==> src/rtl/adc_spi_pkg.sv <==
// Shared types and derived sizes for the multi-channel serial ADC capture engine.
package adc_spi_pkg;

    typedef enum logic [1:0] {
        ST_IDLE  = 2'd0,
        ST_CONV  = 2'd1,
        ST_QUIET = 2'd2
    } state_t;

    // Shortest cs_n-fall to cs_n-fall spacing: full frame, quiet gap, one idle cycle.
    function automatic int p_min(input int frame_bits, input int half_div, input int quiet_cyc);
        return (2 * frame_bits + 1) * half_div + quiet_cyc + 1;
    endfunction

    function automatic int h_width(input int frame_bits);
        return $clog2(2 * frame_bits + 1);
    endfunction

    function automatic int div_width(input int half_div);
        return (half_div > 1) ? $clog2(half_div) : 1;
    endfunction

endpackage

==> src/rtl/adc_spi_array_rx_if.sv <==
// Result stream from the capture engine toward the sample FIFO / DSP chain.
interface adc_spi_array_rx_if #(
    parameter int N_CH   = 2,
    parameter int DATA_W = 12
);
    logic                     valid;
    logic                     ready;
    logic                     overrun;
    logic [N_CH*DATA_W-1:0]   data;

    modport master (output valid, output data, output overrun, input ready);
    modport slave  (input valid, input data, input overrun, output ready);
endinterface

==> src/rtl/adc_shift_lane.sv <==
// One channel's MSB-first shift register; word_next already includes the bit being sampled.
module adc_shift_lane #(
    parameter int DATA_W = 12
) (
    input  logic              clk,
    input  logic              rst_n,
    input  logic              shift,
    input  logic              sdo,
    output logic [DATA_W-1:0] word_next
);

    logic [DATA_W-1:0] sh;

    generate
        if (DATA_W == 1) begin : g_one
            assign word_next = shift ? sdo : sh;
        end else begin : g_multi
            assign word_next = shift ? {sh[DATA_W-2:0], sdo} : sh;
        end
    endgenerate

    always_ff @(posedge clk) begin
        if (!rst_n) sh <= '0;
        else        sh <= word_next;
    end

endmodule

==> src/rtl/adc_spi_array_rx.sv <==
// Capture engine for a bank of simultaneously sampled CS/SCLK/SDO ADCs.
// state | meaning
// IDLE  | cs_n high, waiting for start or continuous-period expiry
// CONV  | cs_n low, stepping half-periods h = 0..2*FRAME_BITS
// QUIET | cs_n high for QUIET_CYC cycles before the next frame may start
module adc_spi_array_rx
    import adc_spi_pkg::*;
#(
    parameter int N_CH       = 2,
    parameter int DATA_W     = 12,
    parameter int FRAME_BITS = 16,
    parameter int LEAD_BITS  = 2,
    parameter int HALF_DIV   = 2,
    parameter int QUIET_CYC  = 3
) (
    input  logic                   clk,
    input  logic                   rst_n,
    input  logic                   start,
    input  logic                   cont,
    input  logic [15:0]            period,
    output logic                   cs_n,
    output logic                   sclk,
    input  logic [N_CH-1:0]        sdo,
    output logic                   busy,
    adc_spi_array_rx_if.master     res
);

    localparam int HW = h_width(FRAME_BITS);
    localparam int DW = div_width(HALF_DIV);
    localparam int QW = div_width(QUIET_CYC);

    localparam logic [HW-1:0] H_LAST   = HW'(2 * FRAME_BITS);
    localparam logic [HW-1:0] WIN_LO   = HW'(2 * LEAD_BITS + 2);
    localparam logic [HW-1:0] WIN_HI   = HW'(2 * (LEAD_BITS + DATA_W - 1) + 2);
    localparam logic [DW-1:0] DIV_LOAD = DW'(HALF_DIV - 1);
    localparam logic [QW-1:0] Q_LOAD   = QW'(QUIET_CYC - 1);
    localparam logic [15:0]   PMIN     = 16'(p_min(FRAME_BITS, HALF_DIV, QUIET_CYC));

    state_t                 state;
    logic [HW-1:0]          h;
    logic [DW-1:0]          div;
    logic [QW-1:0]          qcnt;
    logic [15:0]            tmr;
    logic                   div_tc;
    logic                   sample_en;
    logic                   go;
    logic [15:0]            per_eff;
    logic [N_CH*DATA_W-1:0] frame_word;

    always_comb begin
        div_tc    = (div == '0);
        // Bit k is taken at the end of even half-period h = 2k+2, only inside the data window.
        sample_en = (state == ST_CONV) && div_tc && !h[0] && (h >= WIN_LO) && (h <= WIN_HI);
        go        = start || (cont && (tmr == '0));
        per_eff   = (period > PMIN) ? period : PMIN;
    end

    generate
        for (genvar c = 0; c < N_CH; c++) begin : g_lane
            adc_shift_lane #(.DATA_W(DATA_W)) u_lane (
                .clk       (clk),
                .rst_n     (rst_n),
                .shift     (sample_en),
                .sdo       (sdo[c]),
                .word_next (frame_word[c*DATA_W +: DATA_W])
            );
        end
    endgenerate

    always_ff @(posedge clk) begin
        if (!rst_n) begin
            state       <= ST_IDLE;
            h           <= '0;
            div         <= '0;
            qcnt        <= '0;
            tmr         <= '0;
            cs_n        <= 1'b1;
            sclk        <= 1'b1;
            busy        <= 1'b0;
            res.valid   <= 1'b0;
            res.overrun <= 1'b0;
            res.data    <= '0;
        end else begin
            if (tmr != '0) tmr <= tmr - 1'b1;

            if (res.valid && res.ready) begin
                res.valid   <= 1'b0;
                res.overrun <= 1'b0;
            end

            case (state)
                ST_IDLE: begin
                    if (go) begin
                        state <= ST_CONV;
                        cs_n  <= 1'b0;
                        busy  <= 1'b1;
                        h     <= '0;
                        div   <= DIV_LOAD;
                        // Timer expires on the cycle before the next cs_n fall is due.
                        tmr   <= per_eff - 1'b1;
                    end
                end
                ST_CONV: begin
                    if (!div_tc) begin
                        div <= div - 1'b1;
                    end else if (h == H_LAST) begin
                        state       <= ST_QUIET;
                        cs_n        <= 1'b1;
                        sclk        <= 1'b1;
                        qcnt        <= Q_LOAD;
                        res.data    <= frame_word;
                        res.valid   <= 1'b1;
                        res.overrun <= res.valid && !res.ready;
                    end else begin
                        h    <= h + 1'b1;
                        div  <= DIV_LOAD;
                        sclk <= h[0];
                    end
                end
                ST_QUIET: begin
                    if (qcnt == '0) begin
                        state <= ST_IDLE;
                        busy  <= 1'b0;
                    end else begin
                        qcnt <= qcnt - 1'b1;
                    end
                end
                default: state <= ST_IDLE;
            endcase
        end
    end

endmodule

==> src/flat_wrapper.sv <==
// flat-port wrapper written by rule: the top's interface ports become plain ports
module adc_spi_array_rx_flat import adc_spi_pkg::*;
#(
    parameter int N_CH       = 2,
    parameter int DATA_W     = 12,
    parameter int FRAME_BITS = 16,
    parameter int LEAD_BITS  = 2,
    parameter int HALF_DIV   = 2,
    parameter int QUIET_CYC  = 3
)
  (clk, rst_n, start, cont, period, cs_n, sclk, sdo, busy, res_valid, res_data, res_overrun, res_ready);
  adc_spi_array_rx_if #(.N_CH(N_CH), .DATA_W(DATA_W)) res_i ();
  input  logic clk;
  input  logic rst_n;
  input  logic start;
  input  logic cont;
  input  logic [15:0] period;
  output logic cs_n;
  output logic sclk;
  input  logic [N_CH-1:0] sdo;
  output logic busy;
  output wire logic [$bits(res_i.valid)-1:0] res_valid;
  output wire logic [$bits(res_i.data)-1:0] res_data;
  output wire logic [$bits(res_i.overrun)-1:0] res_overrun;
  input wire logic [$bits(res_i.ready)-1:0] res_ready;
  assign res_valid = res_i.valid;
  assign res_data = res_i.data;
  assign res_overrun = res_i.overrun;
  assign res_i.ready = res_ready;
  adc_spi_array_rx #(.N_CH(N_CH), .DATA_W(DATA_W), .FRAME_BITS(FRAME_BITS), .LEAD_BITS(LEAD_BITS), .HALF_DIV(HALF_DIV), .QUIET_CYC(QUIET_CYC)) u_core (.clk(clk), .rst_n(rst_n), .start(start), .cont(cont), .period(period), .cs_n(cs_n), .sclk(sclk), .sdo(sdo), .busy(busy), .res(res_i));
endmodule
==> config.mk <==
export PLATFORM = sky130hd
export DESIGN_NAME = adc_spi_array_rx_flat
export DESIGN_NICKNAME = d
export VERILOG_FILES = /design/src/rtl/adc_spi_pkg.sv /design/src/rtl/adc_spi_array_rx_if.sv /design/src/rtl/adc_shift_lane.sv /design/src/rtl/adc_spi_array_rx.sv /design/src/flat_wrapper.sv
export SDC_FILE = /design/constraint.sdc
export NUM_CORES = 1
export LEC_CHECK = 0
export BUFFER_PORTS_ARGS = -buffer_cell sky130_fd_sc_hd__buf_4
export CAP_MARGIN = 20
export CORE_MARGIN = 1.5
export CORE_UTILIZATION = 55
export DETAILED_ROUTE_END_ITERATION = 8
export GPL_ROUTABILITY_DRIVEN = 0
export PLACE_DENSITY = 0.88
export RECOVER_POWER = 100
export SYNTH_ARGS = -nofsm -noshare
export SYNTH_HDL_FRONTEND = slang
export SYNTH_SLANG_ARGS = --single-unit
==> constraint.sdc <==
create_clock -name clk -period 3.6 [get_ports clk]
set_input_delay 0.36 -clock clk [delete_from_list [all_inputs] [get_ports clk]]
set_output_delay 0.36 -clock clk [all_outputs]
set_load 0.02 [all_outputs]
==> results.sh <==
export IMPL_start_kind="flop"
export IMPL_synth_area_top_cells="dfxtp_1, mux2i_1, a21oi_1, xnor2_1, nor2_1"
export IMPL_die_area_um2=6940
export IMPL_grt_pass1_vias=2918
export IMPL_crit_path_end_kind="flop"
export IMPL_skew_ns=0.0154
export IMPL_wl_per_cell_um=15.4
export IMPL_yosys_area_top_type="dfxtp_1"
export IMPL_clock_path_buffers=2
export IMPL_drt_iter0_markers=161
export IMPL_grt_overflow_total=0
export IMPL_intPower_w=0.00145
export IMPL_numCtsBuffers=9
export IMPL_diodes=0
export IMPL_cap_viol_max_count=1
export IMPL_design_core_area_um2=6280
export IMPL_worst_r2r_endpoint="u_core.tmr[3]"
export IMPL_swShare_pct=28.6
export IMPL_violations="capacitance limit, slew limit"
export IMPL_via_count=3015
export IMPL_synth_area_um2=3540
export IMPL_pwr_share_comb_pct=14.8
export IMPL_met3_usage_pct=7.95
export IMPL_finalHoldViolations=0
export IMPL_cts_tree="built"
export IMPL_ys_ff_latch=80
export IMPL_min_period_over_period_pct=84.0
export IMPL_async_flop_share_pct=0
export IMPL_criticalPathCategory="reg -> reg"
export IMPL_power_w=0.00204
export IMPL_grt_busiest_layer="met2"
export IMPL_drive_above_1_share_pct=11.6
export IMPL_fill_cells=563
export IMPL_max_freq_mhz=331
export IMPL_rsz0062_at_grt="no"
export IMPL_h_tree_depth=3
export IMPL_status="finished, violations left"
export IMPL_grt_usage_pct=23.6
export IMPL_dp_hpwl_mm=5.38
export IMPL_ir_drop_uv=331
export IMPL_hold_buffers=0
export IMPL_seq_area_frac_synth_pct=45.2
export IMPL_setup_violations=0
export IMPL_cp_max_fo=14
export IMPL_antenna_found_initial=0
export IMPL_grt_pass1_wl_mm=13.4
export IMPL_gr_usage_met2_pct=39.0
export IMPL_power_leakage_nw=1.64
export IMPL_finalNetCount=464
export IMPL_syn_to_final_growth_pct=14.9
export IMPL_syn_avg_cell_area_um2=9.07
export IMPL_hold_class="in -> reg"
export IMPL_relSlewSlack_pct=-8.52
export IMPL_io_pin_count=52
export IMPL_start_util_pct=56.5
export IMPL_setup_tns_final_ns=0
export IMPL_ant_nets=0
export IMPL_synth_edf_count=0
export IMPL_viasPerCell=5.83
export IMPL_yosysWarnings=0
export IMPL_drc=0
export IMPL_power_clock_fraction_pct=38.2
export IMPL_min_period_ns=3.02
export IMPL_power_switching_w=0.000583
export IMPL_die_y_um=83.3
export IMPL_use_met1_pct=29.1
export IMPL_p_seq_share_pct=47.0
export IMPL_post_cts_resized=0
export IMPL_cts_sinks=80
export IMPL_portBuffers=51
export IMPL_r2r_setup_slack_ns=0.58
export IMPL_row_count=29
export IMPL_synth_nets=420
export IMPL_die_x_um=83.3
export IMPL_cts_root_buffer="clkbuf_8"
export IMPL_wl_mm=7.94
export IMPL_clkLatencyLatePin_ns=0.37
export IMPL_crit_path_start="u_core.tmr[0]"
export IMPL_multiInputGateArea_um2=1810
export IMPL_synth_cell_types=51
export IMPL_critPathRequiredTime_ns=3.85
export IMPL_reg2regPathDepth=8
export IMPL_final_max_slew_viol_count=25
export IMPL_worst_endpoint_arrival_ns=3.27
export IMPL_rr_startpoint="u_core.tmr[0]"
export IMPL_power_per_cell_area_nw_per_um2=500
export IMPL_cp_endpoint="u_core.tmr[3]"
export IMPL_cts_setup_buffers=0
export IMPL_clk_pin_slew_ns=0.09
export IMPL_syn_inst=391
export IMPL_drtPass1Iterations=4
export IMPL_seqCellArea_um2=1600
export IMPL_yosys_area_top_type_share_pct=45.2
export IMPL_grt_max_degree=53
export IMPL_worst_slew_pin_slew_ns=1.63
export IMPL_dominantRegCellSynth="dfxtp_1"
[flip-flops by register name (all words and copies together) (netlist names), 2 cells and up]
register and cells:
u_core.tmr 16, u_core.h 6, u_core.qcnt 2, u_core.state 2, u_core.res.data 24, u_core.g_lane.u_lane.sh 24
[critical path, cell delays in order (launching register included)]
cell      delay (ns)
dfxtp_1         0.35
inv_1           0.08
ha_1            0.22
or4b_1          0.21
nor4_1          0.08
o21ai_0         0.99
clkbuf_1        0.55
a21oi_1         0.13
a211oi_1        0.31
[placed cells by master, fill, tap and decap left out, types with 2 or more instances in the layout]
master | netlist | final
a211oi_1 | 10 | 10
or4b_1 | 2 | 2
a31oi_1 | 2 | 2
a21oi_1 | 39 | 39
o31ai_1 | 2 | 2
nor2_1 | 42 | 42
o22ai_1 | 8 | 8
bufinv_16 | 0 | 2
o21a_1 | 2 | 2
mux2i_1 | 24 | 24
or4_4 | 2 | 2
buf_4 | 0 | 23
or3_1 | 5 | 5
inv_6 | 0 | 3
nor4_2 | 3 | 3
nand2_1 | 12 | 12
a2111oi_0 | 2 | 2
a21boi_0 | 2 | 2
nand2b_1 | 4 | 4
or4_1 | 3 | 3
nor3_1 | 11 | 11
inv_1 | 8 | 8
o21ai_1 | 21 | 18
inv_8 | 0 | 2
clkbuf_1 | 17 | 31
nand4_1 | 2 | 2
dfxtp_1 | 80 | 80
nor3b_1 | 2 | 2
nor4_1 | 8 | 8
clkbuf_8 | 0 | 9
xor2_1 | 8 | 8
xnor2_1 | 19 | 19
and3_1 | 2 | 2
ha_1 | 6 | 6
o21ai_0 | 15 | 18
nand3_1 | 5 | 5
[synth_stat cells, drive strengths merged (3+ instances only)]
cell	n
inv	9
a211oi	10
xnor2	19
nor4	11
dfxtp	80
nand2b	4
nor3	12
or4	5
mux2i	24
nand3	5
buf	5
o21ai	36
clkbuf	17
or3	5
nor2	43
nand2	12
a21oi	39
xor2	8
ha	6
or4b	3
or2	3
o22ai	8
[metrics by stage]
stage / setup slack, ns / utilization (%) / instance area (um2) / hold WS, ns / cells
detailed placement: 0.737 / 63.1 / 3960 / 0.466 / 501
finish: 0.577 / 64.9 / 4070 / 0.189 / 517
global route: 0.352 / 64.9 / 4070 / 0.176 / 517
floorplan: 0.968 / - / 3540 / 0.455 / 391
CTS: 0.957 / 66.8 / 4200 / 0.184 / 517
global placement: 0.857 / 63.1 / 3960 / 0.460 / 501
[power groups by stage]
stage	clock network, W	logic, W	registers (W)
2_1_floorplan	0	0.000228	0.000969
3_3_place_gp	0	0.000286	0.000973
3_5_place_dp	0	0.000301	0.000976
4_1_cts	0.000783	0.000304	0.000955
5_1_grt	0.000820	0.000334	0.000962
6_report	0.000778	0.000302	0.000958
[cell type report]
| class | instances | share of cell area (%) |
|---|---|---|
| inverters | 9 | 0.829 |
| well taps | 77 | 2.37 |
| repair buffers | 55 | 7.22 |
| clock buffers | 9 | 3.04 |
| multi-input cells | 280 | 44.5 |
| flip-flops and latches | 80 | 39.3 |
| clock inverters | 7 | 2.67 |
[kinds of logic (layout without fill, tap and decap cells)]
group / Yosys count / count (layout) / synth area share [%]
simple gates: 113 / 113 / 17.7
xor+xnor: 27 / 27 / 6.67
buf+inv: 31 / 80 / 3.64
compound gates: 110 / 110 / 17.9
fa+ha+maj: 6 / 6 / 2.12
mux: 24 / 24 / 6.78
flops: 80 / 80 / 45.2
[worst min-delay path by stage]
stage	endpoint	cells after the start	start	slack [ns]
floorplan	u_core.res.overrun	1	res_ready	0.46
global placement	u_core.cs_n	1	u_core.cs_n	0.46
detailed placement	u_core.cs_n	1	u_core.cs_n	0.47
CTS	u_core.res.overrun	2	res_ready	0.18
global route	u_core.res.overrun	2	res_ready	0.18
finish	u_core.res.overrun	2	res_ready	0.19
[layer usage]
| metal | share of wire (%) | vias up | wire (um) |
|---|---|---|---|
| met1 | 44 | 1427 | 3490 |
| met4 | 1.3 | 0 | 105 |
| met3 | 5.5 | 12 | 439 |
| li1 | - | 1501 | - |
| met2 | 49 | 75 | 3910 |
| met5 | 0 | - | 0 |
Power figures use the tool's default switching activity.
